--- src/rtl/ktne_timer_pkg.sv ---
// Shared types, segment constants and helpers for the KTNE countdown timer.
package ktne_timer_pkg;

    localparam int unsigned BCD_W = 4;
    localparam int unsigned SEG_W = 7;

    typedef enum logic [2:0] {
        IDLE    = 3'd0,
        RUN     = 3'd1,
        PAUSED  = 3'd2,
        DEFUSED = 3'd3,
        BOOM    = 3'd4
    } state_t;

    // Active-low DE-board segment patterns, bit order {g,f,e,d,c,b,a}.
    localparam logic [SEG_W-1:0] SEG_0     = 7'b1000000;
    localparam logic [SEG_W-1:0] SEG_1     = 7'b1111001;
    localparam logic [SEG_W-1:0] SEG_2     = 7'b0100100;
    localparam logic [SEG_W-1:0] SEG_3     = 7'b0110000;
    localparam logic [SEG_W-1:0] SEG_4     = 7'b0011001;
    localparam logic [SEG_W-1:0] SEG_5     = 7'b0010010;
    localparam logic [SEG_W-1:0] SEG_6     = 7'b0000010;
    localparam logic [SEG_W-1:0] SEG_7     = 7'b1111000;
    localparam logic [SEG_W-1:0] SEG_8     = 7'b0000000;
    localparam logic [SEG_W-1:0] SEG_9     = 7'b0010000;
    localparam logic [SEG_W-1:0] SEG_BLANK = 7'b1111111;

    // Tick period in clock cycles for a given strike count, never below 1.
    function automatic int unsigned period_for_strikes(input int unsigned clk_hz,
                                                       input logic [2:0]  strikes);
        int unsigned p;
        if (strikes == 3'd0)      p = clk_hz;
        else if (strikes == 3'd1) p = (clk_hz * 32'd3) / 32'd4;
        else                      p = clk_hz / 32'd2;
        if (p == 32'd0) p = 32'd1;
        return p;
    endfunction

    // Packs MM..M:SS into BCD digits, least significant digit in [3:0].
    function automatic logic [19:0] bcd_time(input int unsigned mins,
                                             input int unsigned secs);
        logic [19:0] r;
        r[3:0]   = 4'(secs % 32'd10);
        r[7:4]   = 4'(secs / 32'd10);
        r[11:8]  = 4'(mins % 32'd10);
        r[15:12] = 4'((mins / 32'd10) % 32'd10);
        r[19:16] = 4'((mins / 32'd100) % 32'd10);
        return r;
    endfunction

endpackage

--- src/rtl/ktne_countdown_timer_seg7.sv ---
// BCD digit to active-low seven-segment pattern; non-BCD codes blank the digit.
//   bcd_i : 4-bit BCD digit
//   seg_o : 7-bit active-low segments (combinational)
module seg7_decode
    import ktne_timer_pkg::*;
(
    input  logic [BCD_W-1:0] bcd_i,
    output logic [SEG_W-1:0] seg_o
);

    always_comb begin
        seg_o = SEG_BLANK;
        case (bcd_i)
            4'd0: seg_o = SEG_0;
            4'd1: seg_o = SEG_1;
            4'd2: seg_o = SEG_2;
            4'd3: seg_o = SEG_3;
            4'd4: seg_o = SEG_4;
            4'd5: seg_o = SEG_5;
            4'd6: seg_o = SEG_6;
            4'd7: seg_o = SEG_7;
            4'd8: seg_o = SEG_8;
            4'd9: seg_o = SEG_9;
            default: seg_o = SEG_BLANK;
        endcase
    end

endmodule

--- src/rtl/ktne_countdown_timer.sv ---
// KTNE bomb countdown timer: BCD M..M:SS countdown with start/pause, defuse
// freeze and strikes that shorten the tick period and finally detonate.
//   CLOCK_50 : clock            reset    : sync active-high reset
//   start    : begin/resume     pause    : hold countdown
//   defused  : freeze (win)     strike   : one wrong action
//   hex      : active-low segments, sec ones in [6:0], then tens, then minutes
//   sec_tick : pulse per decrement   strikes : saturating strike count
//   running / exploded / safe : registered state flags (RUN / BOOM / DEFUSED)
module ktne_countdown_timer
    import ktne_timer_pkg::*;
#(
    parameter int unsigned CLK_HZ      = 50_000_000,
    parameter int unsigned MIN_DIGITS  = 1,
    parameter int unsigned START_MIN   = 5,
    parameter int unsigned START_SEC   = 0,
    parameter int unsigned MAX_STRIKES = 3
) (
    input  logic                          CLOCK_50,
    input  logic                          reset,
    input  logic                          start,
    input  logic                          pause,
    input  logic                          defused,
    input  logic                          strike,
    output logic [(MIN_DIGITS+2)*7-1:0]   hex,
    output logic                          sec_tick,
    output logic [2:0]                    strikes,
    output logic                          running,
    output logic                          exploded,
    output logic                          safe
);

    localparam int unsigned NDIG = MIN_DIGITS + 2;
    localparam int unsigned PW   = $clog2(CLK_HZ + 1);
    localparam logic [19:0]        START_ALL = bcd_time(START_MIN, START_SEC);
    localparam logic [NDIG*4-1:0]  START_BCD = START_ALL[NDIG*4-1:0];
    localparam logic [2:0]         MAX_S     = 3'(MAX_STRIKES);

    state_t                      state_q, state_d;
    logic [NDIG-1:0][BCD_W-1:0]  digits_q, digits_d;
    logic [PW-1:0]               presc_q, presc_d;
    logic [2:0]                  strikes_q, strikes_d;
    logic                        sec_tick_q, sec_tick_d;
    logic                        running_q, exploded_q, safe_q;

    logic [NDIG-1:0][BCD_W-1:0]  dec_c;
    logic [PW-1:0]               last_cnt_c;
    logic [2:0]                  strikes_inc_c;
    logic                        final_strike_c;
    logic                        borrow;
    logic                        boom;

    // Terminal prescaler count for the current strike-dependent period.
    assign last_cnt_c = PW'(period_for_strikes(CLK_HZ, strikes_q) - 32'd1);

    assign strikes_inc_c  = (strikes_q < MAX_S) ? strikes_q + 3'd1 : strikes_q;
    assign final_strike_c = (strikes_q != MAX_S) && (strikes_inc_c == MAX_S);

    // BCD decrement by one second; sec tens wraps to 5, all others to 9.
    always_comb begin
        dec_c  = digits_q;
        borrow = 1'b1;
        for (int i = 0; i < int'(NDIG); i++) begin
            if (borrow) begin
                if (digits_q[i] == 4'd0) begin
                    dec_c[i] = (i == 1) ? 4'd5 : 4'd9;
                end else begin
                    dec_c[i] = digits_q[i] - 4'd1;
                    borrow   = 1'b0;
                end
            end
        end
    end

    // Next-state logic; defused outranks strike, which outranks pause/start.
    always_comb begin
        state_d    = state_q;
        digits_d   = digits_q;
        presc_d    = presc_q;
        strikes_d  = strikes_q;
        sec_tick_d = 1'b0;
        boom       = 1'b0;
        case (state_q)
            IDLE: begin
                if (start) state_d = RUN;
            end
            RUN: begin
                if (defused) begin
                    state_d = DEFUSED;
                end else begin
                    // >= so a period shortened mid-second ticks on the next cycle.
                    if (presc_q >= last_cnt_c) begin
                        presc_d    = '0;
                        sec_tick_d = 1'b1;
                        digits_d   = dec_c;
                        if (dec_c == '0) boom = 1'b1;
                    end else begin
                        presc_d = presc_q + PW'(1);
                    end
                    if (strike) begin
                        strikes_d = strikes_inc_c;
                        if (final_strike_c) boom = 1'b1;
                    end
                    if (digits_q == '0) boom = 1'b1;
                    if (boom)       state_d = BOOM;
                    else if (pause) state_d = PAUSED;
                end
            end
            PAUSED: begin
                if (defused) begin
                    state_d = DEFUSED;
                end else begin
                    if (strike) begin
                        strikes_d = strikes_inc_c;
                        if (final_strike_c) boom = 1'b1;
                    end
                    if (boom)       state_d = BOOM;
                    else if (start) state_d = RUN;
                end
            end
            default: begin
                state_d = state_q;
            end
        endcase
    end

    // State and datapath registers; flags trail the state by one cycle.
    always_ff @(posedge CLOCK_50) begin
        if (reset) begin
            state_q    <= IDLE;
            digits_q   <= START_BCD;
            presc_q    <= '0;
            strikes_q  <= '0;
            sec_tick_q <= 1'b0;
            running_q  <= 1'b0;
            exploded_q <= 1'b0;
            safe_q     <= 1'b0;
        end else begin
            state_q    <= state_d;
            digits_q   <= digits_d;
            presc_q    <= presc_d;
            strikes_q  <= strikes_d;
            sec_tick_q <= sec_tick_d;
            running_q  <= (state_q == RUN);
            exploded_q <= (state_q == BOOM);
            safe_q     <= (state_q == DEFUSED);
        end
    end

    assign sec_tick = sec_tick_q;
    assign strikes  = strikes_q;
    assign running  = running_q;
    assign exploded = exploded_q;
    assign safe     = safe_q;

    for (genvar g = 0; g < int'(NDIG); g++) begin : g_seg
        seg7_decode u_seg (
            .bcd_i (digits_q[g]),
            .seg_o (hex[g*7 +: 7])
        );
    end

endmodule

--- config.mk ---
export PLATFORM = sky130hd
export DESIGN_NAME = ktne_countdown_timer
export DESIGN_NICKNAME = d
export VERILOG_FILES = /design/src/rtl/ktne_timer_pkg.sv /design/src/rtl/ktne_countdown_timer_seg7.sv /design/src/rtl/ktne_countdown_timer.sv
export SDC_FILE = /design/constraint.sdc
export NUM_CORES = 1
export LEC_CHECK = 0
export CORE_ASPECT_RATIO = 1.5
export CORE_MARGIN = 1
export CORE_UTILIZATION = 55
export DETAILED_ROUTE_END_ITERATION = 12
export MAX_ROUTING_LAYER = met4
export PLACE_DENSITY = 0.76
export SLEW_MARGIN = 5
export SYNTH_ARGS = -nofsm -noshare
export SYNTH_HDL_FRONTEND = slang
export SYNTH_SLANG_ARGS = --single-unit
--- constraint.sdc ---
create_clock -name CLOCK_50 -period 4.75 [get_ports CLOCK_50]
set_clock_uncertainty 0.15 [all_clocks]
set_input_delay 0.95 -clock CLOCK_50 [delete_from_list [all_inputs] [get_ports CLOCK_50]]
set_output_delay 0.95 -clock CLOCK_50 [all_outputs]
set_load 0.02 [all_outputs]
==> flow_summary.ini, run 1 <==
[clock_network]
clock_path_buffers = 2
cts_max_level = 3
path_clk_slew_ns = 0.08
ctsResizeCount = 0
insertion_delay_ns = 0.35
root_buffer = clkbuf_8
postCtsSetupRepairBufs = 0
cts_tree = done
cts_made_buffers = 9
holdBufCountCts = 0
clock-sinks = 69

[final_layout]
num_antenna_cells = 0
final_cell_area_um2 = 4570
fin_nets = 530
instances_no_fill = 573
area_growth_pct = 15.8
drive_above_1_share = 0.0869

[logic_synthesis]
syn_avg_cell_area_um2 = 8.73
synth_edf_count = 0
yosys_warnings = 0
synth_seq_area_share = 0.350
ys.flop_type = dfxtp_1
yosys_register_bits = 69
syn_inst = 452
syn_nets = 492
synth.distinct_cells = 65
syn_area_um2 = 3950
ys_async_sr_fraction = 0

[timing]
slew_headroom = 0.427
tightest_slew_ns = 0.859
hold_viol = 0
fin_crit_sh = 0.921
fmax_ghz = 0.228
rsz0062_at_grt = false
setup_viol = 0
fin_crit_ns = 4.38
setup_tns_ns = 0
layout_setup_ws_ns = 0.374
report.final.slew_viol_count = 0
fin_hold_ws_ns = 0.340

[status]
status = completed

[global_route]
grt_remaining_overflow = 0
grt_first_pass_wirelength_mm = 13.7
grt_util_all_layers = 0.238
grt_max_degree = 32
antenna_found_initial = 0
grt_pass1_vias = 3212

[drt]
detail_route.wirelength_mm = 8.00
drt_iter0_drc = 142
drc_errors = 0
routedWlPerCell_um = 14.0
postRouteAntennaNets = 0
viasPerCell = 5.73
firstDrtPassIters = 5
vias = 3284

[floorplanning]
core_area_um2 = 6900
rows = 37
start_util = 0.572
dieWidth_um = 71.2
ioPinCount = 34
dieArea_um2 = 7530
die_y_um = 106

[setup_path]
crit_arrival_ns = 4.52
path_max_fanout = 9
criticalPathCategory = flip-flop to flip-flop
end_kind = flip-flop
cp.buffers_inverters = 3
crit_chain = inv_1 > ha_1 > o21ai_0 > inv_1 > ha_1 > nand2_1 > nor4b_4 > nor2_1 > a2111oi_4 > o21ai_0 > a21oi_1 > inv_1 > ha_1 > nand2_1 > mux2i_1 > mux2i_1 > o32a_1
reg2reg_depth = 17
critPathSlowestCell = dfxtp_1
worstSetupStartpointType = flip-flop
crit_cells = 17
crit_path_max_incr_delay_ns = 0.47
path_delay_family = compound AO/OA/AOI/OAI gates
cp_data_required_time_ns = 4.90

[power]
pwr_density_cell_nw_per_um2 = 257
leakagePower_nw = 1.74
peakVddDrop_uv = 198

[placement]
gp_congestion = 0.922
dpl-instance-area_um2 = 4360
dp_cells = 557
dp_hpwl_mm = 5.98
preCtsSetupSlack_ns = 0.395
port_buffers = 33

[hold_path]
min_path_cells = 2
hold_class = flip-flop to flip-flop

[flow_run]
max_cap_violations = 0
[layout by cell type (no fill, tap or decap), types with 3 or more instances in the layout]
master / instances
a211oi_1: 6
a21oi_1: 18
a2bb2oi_1: 5
and3_1: 8
buf_4: 5
clkbuf_8: 9
clkdlybuf4s50_1: 33
clkinv_2: 3
dfxtp_1: 69
ha_1: 34
inv_1: 25
mux2i_1: 13
nand2_1: 38
nand2b_1: 5
nand3_1: 20
nand4_1: 5
nor2_1: 61
nor2b_1: 7
nor3_1: 16
nor3b_1: 3
o2111ai_1: 3
o211ai_1: 3
o21a_1: 3
o21ai_0: 14
o21ai_1: 3
o21ai_2: 3
or3_1: 7
xnor2_1: 9
xor2_1: 15
[cell families (layout without fill, tap and decap cells)]
family                   count (synthesis)  count (layout)  share of synthesized area
AND/OR/NAND/NOR                        183             183                      0.233
AO/OA/AOI/OAI                           87              87                      0.170
flip-flops                              69              69                      0.350
buffers and inverters                   38              81                     0.0396
adder cells (fa/ha/maj)                 34              34                      0.108
XOR/XNOR                                24              24                     0.0533
multiplexers                            16              16                     0.0460
other                                    1               1                   0.000950
[cells in the mapped netlist, drive strengths merged (2+ instances only)]
master	count	area [µm²]
o21a	3	22.5
o21bai	3	26.3
clkbuf	5	18.8
a2bb2oi	5	43.8
xor2	15	131
nand2b	5	31.3
mux2i	15	166
ha	34	425
or4	2	15.0
nor4b	4	65.1
nand2	38	143
o211ai	3	22.5
o21ai	20	111
inv	26	97.6
a21oi	20	108
buf	6	36.3
a2111oi	5	75.1
and3	8	50.1
or3	7	43.8
nand3	20	100
o2111ai	3	26.3
nor3	16	80.1
a21o	2	15.0
nor2	61	229
dfxtp	69	1380
nor4	2	12.5
xnor2	9	78.8
nand4	5	31.3
a211o	2	17.5
a211oi	8	85.1
nor3b	4	35.0
a311oi	2	17.5
a32oi	2	17.5
nor2b	7	43.8
[final timing paths]
| path | from | endpoint | slack (ns) |
|---|---|---|---|
| max | strikes[0]$_SDFFE_PP0P_ | g_seg[1].u_seg.seg_o[4]$_DFF_P_ | 0.37 |
| min | presc_q[1]$_SDFFE_PP0P_ | presc_q[1]$_SDFFE_PP0P_ | 0.34 |
| max reg2reg | strikes[0]$_SDFFE_PP0P_ | g_seg[1].u_seg.seg_o[4]$_DFF_P_ | 0.37 |
| min reg2reg | presc_q[1]$_SDFFE_PP0P_ | presc_q[1]$_SDFFE_PP0P_ | 0.34 |
[flip-flops by register name, indices dropped and copies added, names as in the netlist, 3 cells and up]
register,count
strikes,3
state_q,3
presc_q,26
g_seg.u_seg.seg_o,21
digits_q,12
[routing by layer]
metal,vias up,part of all wire,global-route usage
met3,17,0.026,0.0468
met5,-,0,-
met1,1549,0.42,0.251
met2,46,0.52,0.410
met4,0,0.031,0.130
li1,1672,-,-
[metrics by stage]
stage	utilization	power, mW
final	0.663	1.17
after global routing	0.663	1.22
after CTS	0.663	1.18
after detailed placement	0.632	0.665
after global placement	0.632	0.663
after floorplan	-	0.647
[power breakdown]
group / internal (mW) / switching (mW) / total [mW]
Clock: 0.292 / 0.230 / 0.522
Sequential: 0.582 / 0.00805 / 0.590
Combinational: 0.0257 / 0.0350 / 0.0607
Total: 0.901 / 0.273 / 1.17
[worst reg2reg max path, cell delays in order (launching register included)]
cell and delay [ns]:
dfxtp_1 0.47, inv_1 0.08, ha_1 0.24, o21ai_0 0.33, inv_1 0.13, ha_1 0.30, nand2_1 0.11, nor4b_4 0.42
nor2_1 0.19, a2111oi_4 0.47, o21ai_0 0.19, a21oi_1 0.35, inv_1 0.16, ha_1 0.23, nand2_1 0.09, mux2i_1 0.07
mux2i_1 0.18, o32a_1 0.17
[final cells by class]
type	instances	area, µm²
clock buffer	9	124
timing repair buffer	38	368
fill	580	2330
clock inverter	7	90.1
inverter	27	101
tap	78	97.6
sequential	69	1380
multi-input combinational	345	2410
Note: power is estimated with default switching activity, not from simulation.
==> inputs of run 2 (changes only) <==
RECOVER_POWER = 25   (was not set)
TNS_END_PERCENT = 10   (was not set)
==> run 2 against run 1 <==
Against the previous run:
- total power is essentially flat
- routed wire length about the same
- sequential share of layout area unchanged
- worst hold slack is essentially flat
- first-iteration DRC count up 0.70%
- critical endpoint unchanged
- largest power group unchanged
==> flow_summary.ini, run 2 (same netlist as run 1, synthesis figures left out) <==
[status]
status = completed

[drt]
routed-wl-met3_um = 208
drt_iter0_drc = 143
detail_route.wirelength_mm = 7.99
wl_met2_mm = 4.18
viasPerCell = 5.75
top_layer_used = met4
routedLengthMet1_mm = 3.36
routedWlPerCell_um = 13.9
vias = 3293
drc_errors = 0
firstDrtPassIters = 6
postRouteAntennaNets = 0

[timing]
slew_headroom = 0.427
tightest_slew_ns = 0.859
hold_viol = 0
setup_viol = 0
fin_crit_sh = 0.921
report.final.slew_viol_count = 0
rsz0062_at_grt = false
setup_tns_ns = 0
fin_crit_ns = 4.38
fmax_ghz = 0.229

[clock_network]
cts_tree = done
cts_made_buffers = 9
holdBufCountCts = 0
insertion_delay_ns = 0.35
ctsResizeCount = 0
root_buffer = clkbuf_8
path_clk_slew_ns = 0.08
clock_path_buffers = 2
postCtsSetupRepairBufs = 0
clock-sinks = 69
cts_max_level = 3

[power]
seqPwrFrac = 0.504
peakVddDrop_uv = 198
leakagePower_nw = 1.78
switchingPower_uw = 272
total_power_mw = 1.17
combPwrFrac = 0.051
clockPowerShare = 0.445
pwr_density_cell_nw_per_um2 = 256
switching_share = 0.232
p_int_uw = 900

[setup_path]
path_max_fanout = 9
r2r_setup_slack_ns = 0.37
end_kind = flip-flop
criticalPathCategory = flip-flop to flip-flop
worstSetupStartpointType = flip-flop
crit_arrival_ns = 4.52
cp_data_required_time_ns = 4.90

[floorplanning]
die_y_um = 106
core_area_um2 = 6900
rows = 37
ioPinCount = 34
dieArea_um2 = 7530
start_util = 0.572
dieWidth_um = 71.2

[final_layout]
drive_above_1_share = 0.0869
final_cell_area_um2 = 4570
final_core_util = 0.663
fin_nets = 530
final_cell_mix = 69 x dfxtp_1, 61 x nor2_1, 38 x nand2_1, 34 x ha_1, 25 x inv_1
final_common_cell = dfxtp_1
largest_reg_flops = 26
largest-register = presc_q
area_growth_pct = 15.8
num_antenna_cells = 0

[global_route]
antenna_found_initial = 0
grt_first_pass_wirelength_mm = 13.7
grt_max_degree = 32
grt_util_all_layers = 0.238
grt_pass1_vias = 3212
grt_remaining_overflow = 0

[placement]
port_buffers = 33
dp_hpwl_mm = 5.98
gp_congestion = 0.922
dpl-instance-area_um2 = 4360

[flow_run]
max_cap_violations = 0

[hold_path]
hold_class = flip-flop to flip-flop
## run 2: per-stage QoR
stage	instances	setup WS, ns	hold WS, ns
after CTS	573	0.386	0.348
final	573	0.375	0.340
after global routing	573	0.0242	0.373
after detailed placement	557	0.395	0.338
after floorplan	452	0.831	0.304
after global placement	557	0.640	0.314
## run 2: layer usage
layer / track usage / vias up
li1: - / 1672
met1: 0.251 / 1556
met2: 0.410 / 48
met3: 0.0468 / 17
met4: 0.130 / 0
met5: - / -
## run 2: power by group through the flow
stage	registers (mW)	clock network (mW)	logic, mW
2_1_floorplan	0.601	0	0.0458
3_3_place_gp	0.604	0	0.0595
3_5_place_dp	0.604	0	0.0608
4_1_cts	0.591	0.530	0.0610
5_1_grt	0.592	0.558	0.0676
6_report	0.591	0.522	0.0601
## run 2: path summary, 6_finish.rpt
path	from	to	cells after the start
setup / recovery	strikes[0]$_SDFFE_PP0P_	g_seg[1].u_seg.seg_o[4]$_DFF_P_	17
hold / removal	presc_q[1]$_SDFFE_PP0P_	presc_q[1]$_SDFFE_PP0P_	2
setup reg to reg	strikes[0]$_SDFFE_PP0P_	g_seg[1].u_seg.seg_o[4]$_DFF_P_	17
hold reg to reg	presc_q[1]$_SDFFE_PP0P_	presc_q[1]$_SDFFE_PP0P_	2
## run 2: final cells by class
cell class / instances / area (µm²)
fillers: 580 / 2330
inverters: 27 / 101
clock inverters: 7 / 90.1
clock buffers: 9 / 124
flip-flops and latches: 69 / 1380
multi-input cells: 345 / 2410
well taps: 78 / 97.6
repair buffers: 38 / 368
## run 2: critical path, cell delays in order (launching register included)
cell	delay [ns]
dfxtp_1	0.47
inv_1	0.08
ha_1	0.24
o21ai_0	0.33
inv_1	0.13
ha_1	0.30
nand2_1	0.11
nor4b_4	0.42
nor2_1	0.19
a2111oi_4	0.47
o21ai_0	0.19
a21oi_1	0.35
inv_1	0.15
ha_1	0.23
nand2_1	0.09
mux2i_1	0.07
mux2i_1	0.18
o32a_1	0.17
